===== config.mk =====
export PLATFORM = sky130hd
export DESIGN_NAME = pwm_fade_sched
export DESIGN_NICKNAME = d
export VERILOG_FILES = /design/src/rtl/pwm_pkg.sv /design/src/rtl/pwm_ramp_step.sv /design/src/rtl/pwm_fade_sched.sv
export SDC_FILE = /design/constraint.sdc
export NUM_CORES = 1
export LEC_CHECK = 0
export ABC_AREA = 1
export CORE_ASPECT_RATIO = 0.7
export CORE_MARGIN = 1
export CORE_UTILIZATION = 58
export DETAILED_ROUTE_END_ITERATION = 10
export GPL_TIMING_DRIVEN = 0
export PLACE_DENSITY = 0.8
export SYNTH_ARGS = -nofsm -noshare
export SYNTH_HDL_FRONTEND = slang
export SYNTH_SLANG_ARGS = --single-unit

===== constraint.sdc =====
create_clock -name mclk -period 4 [get_ports mclk]
set_clock_uncertainty 0.15 [all_clocks]
set_input_delay 0.6 -clock mclk [delete_from_list [all_inputs] [get_ports mclk]]
set_output_delay 0.6 -clock mclk [all_outputs]
set_load 0.01 [all_outputs]

===== src/rtl/pwm_pkg.sv =====
// Shared types and default sizing for the PWM fade scheduler.
package pwm_pkg;

    localparam int DEF_NCH   = 4;
    localparam int DEF_WIDTH = 8;
    localparam int DEF_RW    = 4;

    typedef logic [DEF_WIDTH-1:0] duty_t;
    typedef logic [DEF_RW-1:0]    rate_t;

    typedef enum logic {
        IDLE = 1'b0,
        WALK = 1'b1
    } sched_state_t;

endpackage


===== src/rtl/pwm_ramp_step.sv =====
// One fade step for a single busy channel: rate prescale, then one LSB toward target.
module pwm_ramp_step
    import pwm_pkg::*;
#(
    parameter int WIDTH = DEF_WIDTH,
    parameter int RW    = DEF_RW
) (
    input  logic [WIDTH-1:0] duty,
    input  logic [WIDTH-1:0] target,
    input  logic [RW-1:0]    rate,
    input  logic [RW-1:0]    rate_cnt,
    output logic [WIDTH-1:0] duty_next,
    output logic [RW-1:0]    rate_cnt_next,
    output logic             reached
);

    // Either burn one prescale frame or move duty; the target bounds the move so duty never wraps.
    always_comb begin
        duty_next     = duty;
        rate_cnt_next = rate_cnt;
        reached       = 1'b0;
        if (rate_cnt < rate) begin
            rate_cnt_next = rate_cnt + RW'(1);
        end else begin
            rate_cnt_next = '0;
            if (duty < target) begin
                duty_next = duty + WIDTH'(1);
            end else if (duty > target) begin
                duty_next = duty - WIDTH'(1);
            end
            reached = (duty_next == target);
        end
    end

endmodule


===== src/rtl/pwm_fade_sched.sv =====
// Multi-channel duty fade scheduler: command write path, per-channel register file
// and a frame walker that steps one channel per cycle.
//
//   state | meaning
//   ------+---------------------------------------------------------------
//   IDLE  | accepting commands; frame_tick starts a walk at channel 0
//   WALK  | stepping channel walk_idx; commands blocked; ends after NCH-1
module pwm_fade_sched
    import pwm_pkg::*;
#(
    parameter int NCH   = DEF_NCH,
    parameter int WIDTH = DEF_WIDTH,
    parameter int RW    = DEF_RW
) (
    input  logic                    mclk,
    input  logic                    rst,
    input  logic                    frame_tick,
    input  logic                    req_valid,
    output logic                    req_ready,
    input  logic [$clog2(NCH)-1:0]  req_ch,
    input  logic [WIDTH-1:0]        req_target,
    input  logic [RW-1:0]           req_rate,
    output logic [NCH*WIDTH-1:0]    duty,
    output logic [NCH-1:0]          busy,
    output logic                    done,
    output logic [$clog2(NCH)-1:0]  done_ch
);

    localparam int CW = $clog2(NCH);
    localparam logic [CW-1:0] LAST_CH = CW'(NCH - 1);

    sched_state_t     state, state_next;
    logic [CW-1:0]    walk_idx, walk_idx_next;

    logic [WIDTH-1:0] duty_q   [NCH];
    logic [WIDTH-1:0] target_q [NCH];
    logic [RW-1:0]    rate_q   [NCH];
    logic [RW-1:0]    rcnt_q   [NCH];
    logic [NCH-1:0]   busy_q;
    logic             done_q;
    logic [CW-1:0]    done_ch_q;

    logic             accept;
    logic [WIDTH-1:0] step_duty;
    logic [RW-1:0]    step_rcnt;
    logic             step_reached;

    // State register and walk index.
    always_ff @(posedge mclk) begin
        if (rst) begin
            state    <= IDLE;
            walk_idx <= '0;
        end else begin
            state    <= state_next;
            walk_idx <= walk_idx_next;
        end
    end

    // Next-state logic; ready is held low during reset so nothing is accepted then.
    always_comb begin
        state_next    = state;
        walk_idx_next = '0;
        req_ready     = 1'b0;
        case (state)
            IDLE: begin
                req_ready = !rst;
                if (frame_tick) begin
                    state_next = WALK;
                end
            end
            WALK: begin
                if (walk_idx == LAST_CH) begin
                    state_next = IDLE;
                end else begin
                    walk_idx_next = walk_idx + CW'(1);
                end
            end
            default: state_next = IDLE;
        endcase
    end

    assign accept = req_valid && req_ready;

    pwm_ramp_step #(
        .WIDTH (WIDTH),
        .RW    (RW)
    ) u_step (
        .duty          (duty_q[walk_idx]),
        .target        (target_q[walk_idx]),
        .rate          (rate_q[walk_idx]),
        .rate_cnt      (rcnt_q[walk_idx]),
        .duty_next     (step_duty),
        .rate_cnt_next (step_rcnt),
        .reached       (step_reached)
    );

    // Register file: commands only land in IDLE, the walker only runs in WALK, so they never collide.
    always_ff @(posedge mclk) begin
        if (rst) begin
            for (int i = 0; i < NCH; i++) begin
                duty_q[i]   <= '0;
                target_q[i] <= '0;
                rate_q[i]   <= '0;
                rcnt_q[i]   <= '0;
            end
            busy_q    <= '0;
            done_q    <= 1'b0;
            done_ch_q <= '0;
        end else begin
            done_q <= 1'b0;
            if (state == WALK) begin
                if (busy_q[walk_idx]) begin
                    duty_q[walk_idx] <= step_duty;
                    rcnt_q[walk_idx] <= step_rcnt;
                    if (step_reached) begin
                        busy_q[walk_idx] <= 1'b0;
                        done_q           <= 1'b1;
                        done_ch_q        <= walk_idx;
                    end
                end
            end else if (accept) begin
                target_q[req_ch] <= req_target;
                rate_q[req_ch]   <= req_rate;
                rcnt_q[req_ch]   <= '0;
                busy_q[req_ch]   <= (req_target != duty_q[req_ch]);
            end
        end
    end

    // Flatten per-channel duty onto the PWM threshold bus.
    always_comb begin
        duty = '0;
        for (int i = 0; i < NCH; i++) begin
            duty[i*WIDTH +: WIDTH] = duty_q[i];
        end
    end

    assign busy    = busy_q;
    assign done    = done_q;
    assign done_ch = done_ch_q;

endmodule


==> metrics.txt, run 1 <==
Worst Path Required=3.92 ns; Post-Syn Nets=815; R2R setup slack=0.21 ns; Net Switching=0.898 mW; status=completed; worst skew pair latency=between 0.3 and 0.4 ns; IO buf count=between 50 and 60; Avg Cell Area, Syn=7.99 µm²; commonest non-fill, non-tap cell in the layout=nand2_1; Clock transition at path regs=~0.070 ns; RD Place Congestion=0.915; ys async rst share=0%; Fin. Hold Viols=0; H-Tree Level Count=3; CTS Sinks=between 100 and 150; ratio of cells with drive above 1 in the final layout=8.30%; Core Rows=31; post-synthesis instance total=roughly 800; Cell Pwr Density=around 380 mW/mm²; root buf cell=clkbuf_16; Seq/Total Area, Yosys=49.5%; RSZ-0062 raised after global routing=no; DIE HEIGHT=approximately 89 µm; Clk pwr share=30.8%; antenna violations before repair=0; Placement Setup Slack=-0.269 ns; Antenna Nets Post-Route=0; Final WS setup=0.0508 ns; WP data arrival=3.87 ns; vias per inst=between 5 and 6; worst-path cell chain=clkdlybuf4s50_1 -> nor2_1 -> inv_1 -> nor2_1 -> inv_1 -> nor2_1 -> inv_1 -> o21ai_1 -> buf_6; CTS tree=built; drt initial violations=between 800 and 900; Netlist cell types=36; critical path startpoint category=input port; WL final=19300 µm; final period utilization=98.7%; Min-Delay Path Class=reg -> reg; antenna fix cells=0; number of global-route vias before repair=5190; Worst Max-Slew Pin Slew=0.909 ns; Finished Layout Cells=987; maximum vdd drop=0.237 mV; Syn Std Cell Area=0.00622 mm²; Nets=around 890; Routed met1 length=between 8000 and 9000 µm; Syn-to-layout area delta=18.9%; deepest clock path buffer count=2; DP Wirelength=14300 µm; post-layout min period=3.95 ns; leakage=3.20 nW; crit end category=register; Final setup viols=0; worst rel slew slack=around 39%; total CTS buffers=9; Slowest-stage cell, CP=nor2_1; most frequent cells in the layout=nand2_1, nor2_1, edfxtp_1; Critical Path Max Stage Delay=0.69 ns; max-cap viol count=0; largest net degree at the start of global routing=20; Fill cells=848; met2 WL=roughly 8400 µm; Critical Path Fanout Max=9; grt ovf=0; share of power burned in combinational logic=23.2%; Core Util, Final=71.2%; DRC=0; IO Count=58; WL met3=2310 µm; post-synth top area share=46.3%; Max Slew Vio Count=0; DR vias=5861; top post-synthesis cells by area=edfxtp_1, nand2_1, nor2_1; die area=0.0112 mm²; Sw Ratio=31.9%; Initial Util=between 50% and 60%; Cells after DPL=970; GRT Total Usage=35.2%; fmax=253 MHz; WL per Instance=19.6 µm; number of synthesized flops with an enable pin=96; global-route wire length before repair=roughly 29000 µm; P_int=~1.9 mW; ys flop type=edfxtp_1; WHS=0.379 ns; largest area contributor in the netlist=edfxtp_1; width of the die=126 µm; critical path type=in -> reg; Seq pwr share=45.9%; highest metal used=met4; first-pass detailed-route iteration total=6; flops & latches, synth=between 100 and 150; Yosys Warn Count=0; Post-CTS Hold Fix Bufs=0; core area=0.0104 mm²
-- per-stage QoR --
stage / power (mW) / TNS [ns] / area (µm²)
final: 2.81 / 0 / 7400
after global routing: 2.91 / 0 / 7400
after CTS: 2.77 / 0 / 7300
after detailed placement: 1.92 / -2.30 / 6990
after global placement: 1.90 / -32.86 / 6940
after floorplan: 1.71 / 0 / 6220
-- cell families after synthesis --
kind of cell	count (synthesis)	synth area share [%]
simple gates	459	30.4
compound gates	67	6.89
flops	106	49.5
buf+inv	119	8.20
fa+ha+maj	18	3.62
xor+xnor	10	1.41
-- layout make-up --
cell class | instances | area (µm²) | area share (%)
buffer | 25 | 183 | 2.47
inverter | 92 | 348 | 4.70
timing repair buffer | 62 | 614 | 8.30
clock inverter | 7 | 63.8 | 0.863
multi-input combinational | 554 | 2710 | 36.6
sequential | 106 | 3090 | 41.7
tap | 132 | 165 | 2.23
clock buffer | 9 | 225 | 3.04
-- critical path: cells and delay by family --
kind                   cells  cell delay (ns)
buffers and inverters      5             1.45
AO/OA/AOI/OAI              1             0.50
AND/OR/NAND/NOR            3             1.29
-- worst paths after layout --
path / from / endpoint / cells after the start
min: busy[2] / busy[2] / 2
min reg2reg: busy[2] / busy[2] / 2
max reg2reg: walk_idx[1] / busy[3] / 26
max: rst / target_q[0][3] / 9
-- registers in the layout (all words and copies together), names as in the netlist --
register	flops
target_q	32
done	1
rcnt_q	16
done_ch	2
busy	4
state	1
walk_idx	2
rate_q	16
duty_q	32
-- cell usage after synthesis (all sizes together), types with 4 or more instances --
master,count
nand3,75
a21oi,28
nor3,11
a22oi,8
nand2,241
ha,18
dfxtp,10
a32o,4
inv,91
buf,20
edfxtp,96
nor2,129
clkbuf,7
o21ai,12
xor2,10
a32oi,6
-- power groups by stage --
stage / clock (mW) / combinational (mW) / sequential, mW
2_1_floorplan: 0 / 0.395 / 1.31
3_3_place_gp: 0 / 0.585 / 1.31
3_5_place_dp: 0 / 0.603 / 1.31
4_1_cts: 0.862 / 0.613 / 1.29
5_1_grt: 0.899 / 0.719 / 1.30
6_report: 0.868 / 0.654 / 1.29
-- timing repair --
action,4_1_cts,5_1_grt
setup endpoints to repair,21,17
resized for setup,8,23
pin swaps,0,5
buffers inserted,0,3
-- metal layers --
metal | GRT usage [%] | vias up
met2 | 54.1 | 395
met4 | 11.9 | 0
met3 | 7.74 | 51
met5 | 0 | -
met1 | 49.7 | 2725
li1 | - | 2690
No activity file was read; power rests on OpenSTA's default activity.
==> run 2: changes to the inputs <==
--- a/config.mk
+++ b/config.mk
@@ -9,6 +9,7 @@
 export CORE_ASPECT_RATIO = 0.7
 export CORE_MARGIN = 1
 export CORE_UTILIZATION = 58
+export CTS_CLUSTER_DIAMETER = 100
 export DETAILED_ROUTE_END_ITERATION = 10
 export GPL_TIMING_DRIVEN = 0
 export PLACE_DENSITY = 0.8
==> results of run 2 <==
The final DEF is identical to that of run 1; final timing and power are the same.
==> run 3: changes to the inputs <==
==> constraint.sdc (replaced) <==
create_clock -name mclk -period 4.1 [get_ports mclk]
set_clock_uncertainty 0.15 [all_clocks]
set_input_delay 0.615 -clock mclk [delete_from_list [all_inputs] [get_ports mclk]]
set_output_delay 0.615 -clock mclk [all_outputs]
set_load 0.01 [all_outputs]
==> metrics.txt, run 3 (synthesis gave the netlist of run 1 again) <==
CTS Sinks=between 100 and 150; total power=around 2.7 mW; DR vias=5864; WP data arrival=3.84 ns; GRT Total Usage=between 30% and 40%; Clock transition at path regs=0.08 ns; deepest clock path buffer count=2; most frequent cells in the layout=nand2_1, nor2_1, edfxtp_1; fmax=255 MHz; WL per Instance=around 20 µm; H-Tree Level Count=3; setup_tns=0 ns; Nets=887; post-layout min period=3.92 ns; antenna fix cells=0; RSZ-0062 raised after global routing=no; worst skew pair latency=around 0.35 ns; DIE HEIGHT=just under 90 µm; WL final=19500 µm; Post-CTS Hold Fix Bufs=0; Core Util, Final=71.2%; grt ovf=0; maximum vdd drop=0.229 mV; drt initial violations=832; antenna violations before repair=0; vias per inst=5.94; Antenna Nets Post-Route=0; Worst Path Required=roughly 4.0 ns; Finished Layout Cells=988; Fin. Hold Viols=0; Final setup viols=0; fin area=0.00740 mm²; root buf cell=clkbuf_16; crit end category=register; final period utilization=95.6%; Placement Setup Slack=-0.169 ns; Final WS setup=0.181 ns; WP buf/inv=5; status=completed; ratio of cells with drive above 1 in the final layout=8.41%; placed inst area=around 0.007 mm²; critical path startpoint category=input port; Critical Path Fanout Max=9; worst-path cell chain=clkdlybuf4s50_1 -> nor2_1 -> inv_1 -> nor2_1 -> inv_1 -> nor2_1 -> inv_1 -> o21ai_1 -> buf_6; Min-Delay Path Class=reg -> reg; IO buf count=55; Syn-to-layout area delta=18.9%; core area=between 0.01 and 0.015 mm²; crit-path leading delay family=buffers and inverters; Slowest-stage cell, CP=nor2_1; Worst Max-Slew Pin Slew=around 0.90 ns; largest net degree at the start of global routing=20; Initial Util=59.9%; CTS tree=built; WHS=about 0.38 ns; global-route wire length before repair=roughly 29000 µm; RD Place Congestion=0.915; Core Rows=31; DP Wirelength=14300 µm; Cells after DPL=970; number of global-route vias before repair=about 5200; top flop regs=duty_q x32, target_q x32; total CTS buffers=9; IO Count=58; leakage=~3.2 nW; Critical Path Max Stage Delay=0.68 ns; critical path type=in -> reg; DRC=0; commonest non-fill, non-tap cell in the layout=nand2_1; worst rel slew slack=about 40%; Cell Pwr Density=371 mW/mm²; die area=approximately 0.011 mm²; width of the die=roughly 130 µm; max-cap viol count=0; Max Slew Vio Count=0; first-pass detailed-route iteration total=7
run 3: worst paths after layout:
check                           cells after the start         from            to  slack (ns)
worst min register to register                      2      busy[2]       busy[2]        0.38
worst max register to register                     26  walk_idx[0]       busy[3]        0.24
worst max-delay path                                9          rst  rate_q[0][0]        0.18
worst min-delay path                                2      busy[2]       busy[2]        0.38
run 3: final cells by class:
cell class | instances | area [µm²]
flip-flops and latches | 106 | 3090
well taps | 132 | 165
clock buffers | 9 | 225
multi-input cells | 554 | 2720
clock inverters | 7 | 63.8
plain buffers | 26 | 180
fillers | 846 | 3000
inverters | 92 | 348
repair buffers | 62 | 614
run 3: power breakdown:
group / total, mW / switching, mW / leakage (nW) / internal (mW)
registers: 1.26 / 0.0270 / 1.08 / 1.23
logic: 0.638 / 0.426 / 1.99 / 0.212
clock network: 0.845 / 0.422 / 0.134 / 0.423
run 3: what timing repair did:
item                                   4_1_cts  5_1_grt
setup endpoints to repair                   19       15
resized for setup                            6       21
endpoints found under the hold margin        0        0
setup buffers                                0        3
pin swaps                                    0        4
run 3: routing by layer:
metal  up-vias  track usage, %  share of wire (%)  wire, µm
met4         0            11.3                2.4       474
met5         -               0                  0         0
met3        46            7.07                 12      2270
met1      2734            50.0                 42      8170
li1       2691               -                  -         -
met2       393            54.3                 44      8550
run 3: worst register-to-register path: cells and delay by family (launching register included):
kind / cells / cell delay [ns]
simple gates: 15 / 1.50
buf+inv: 7 / 1.02
flops: 1 / 0.41
compound gates: 3 / 0.35
fa+ha+maj: 1 / 0.30
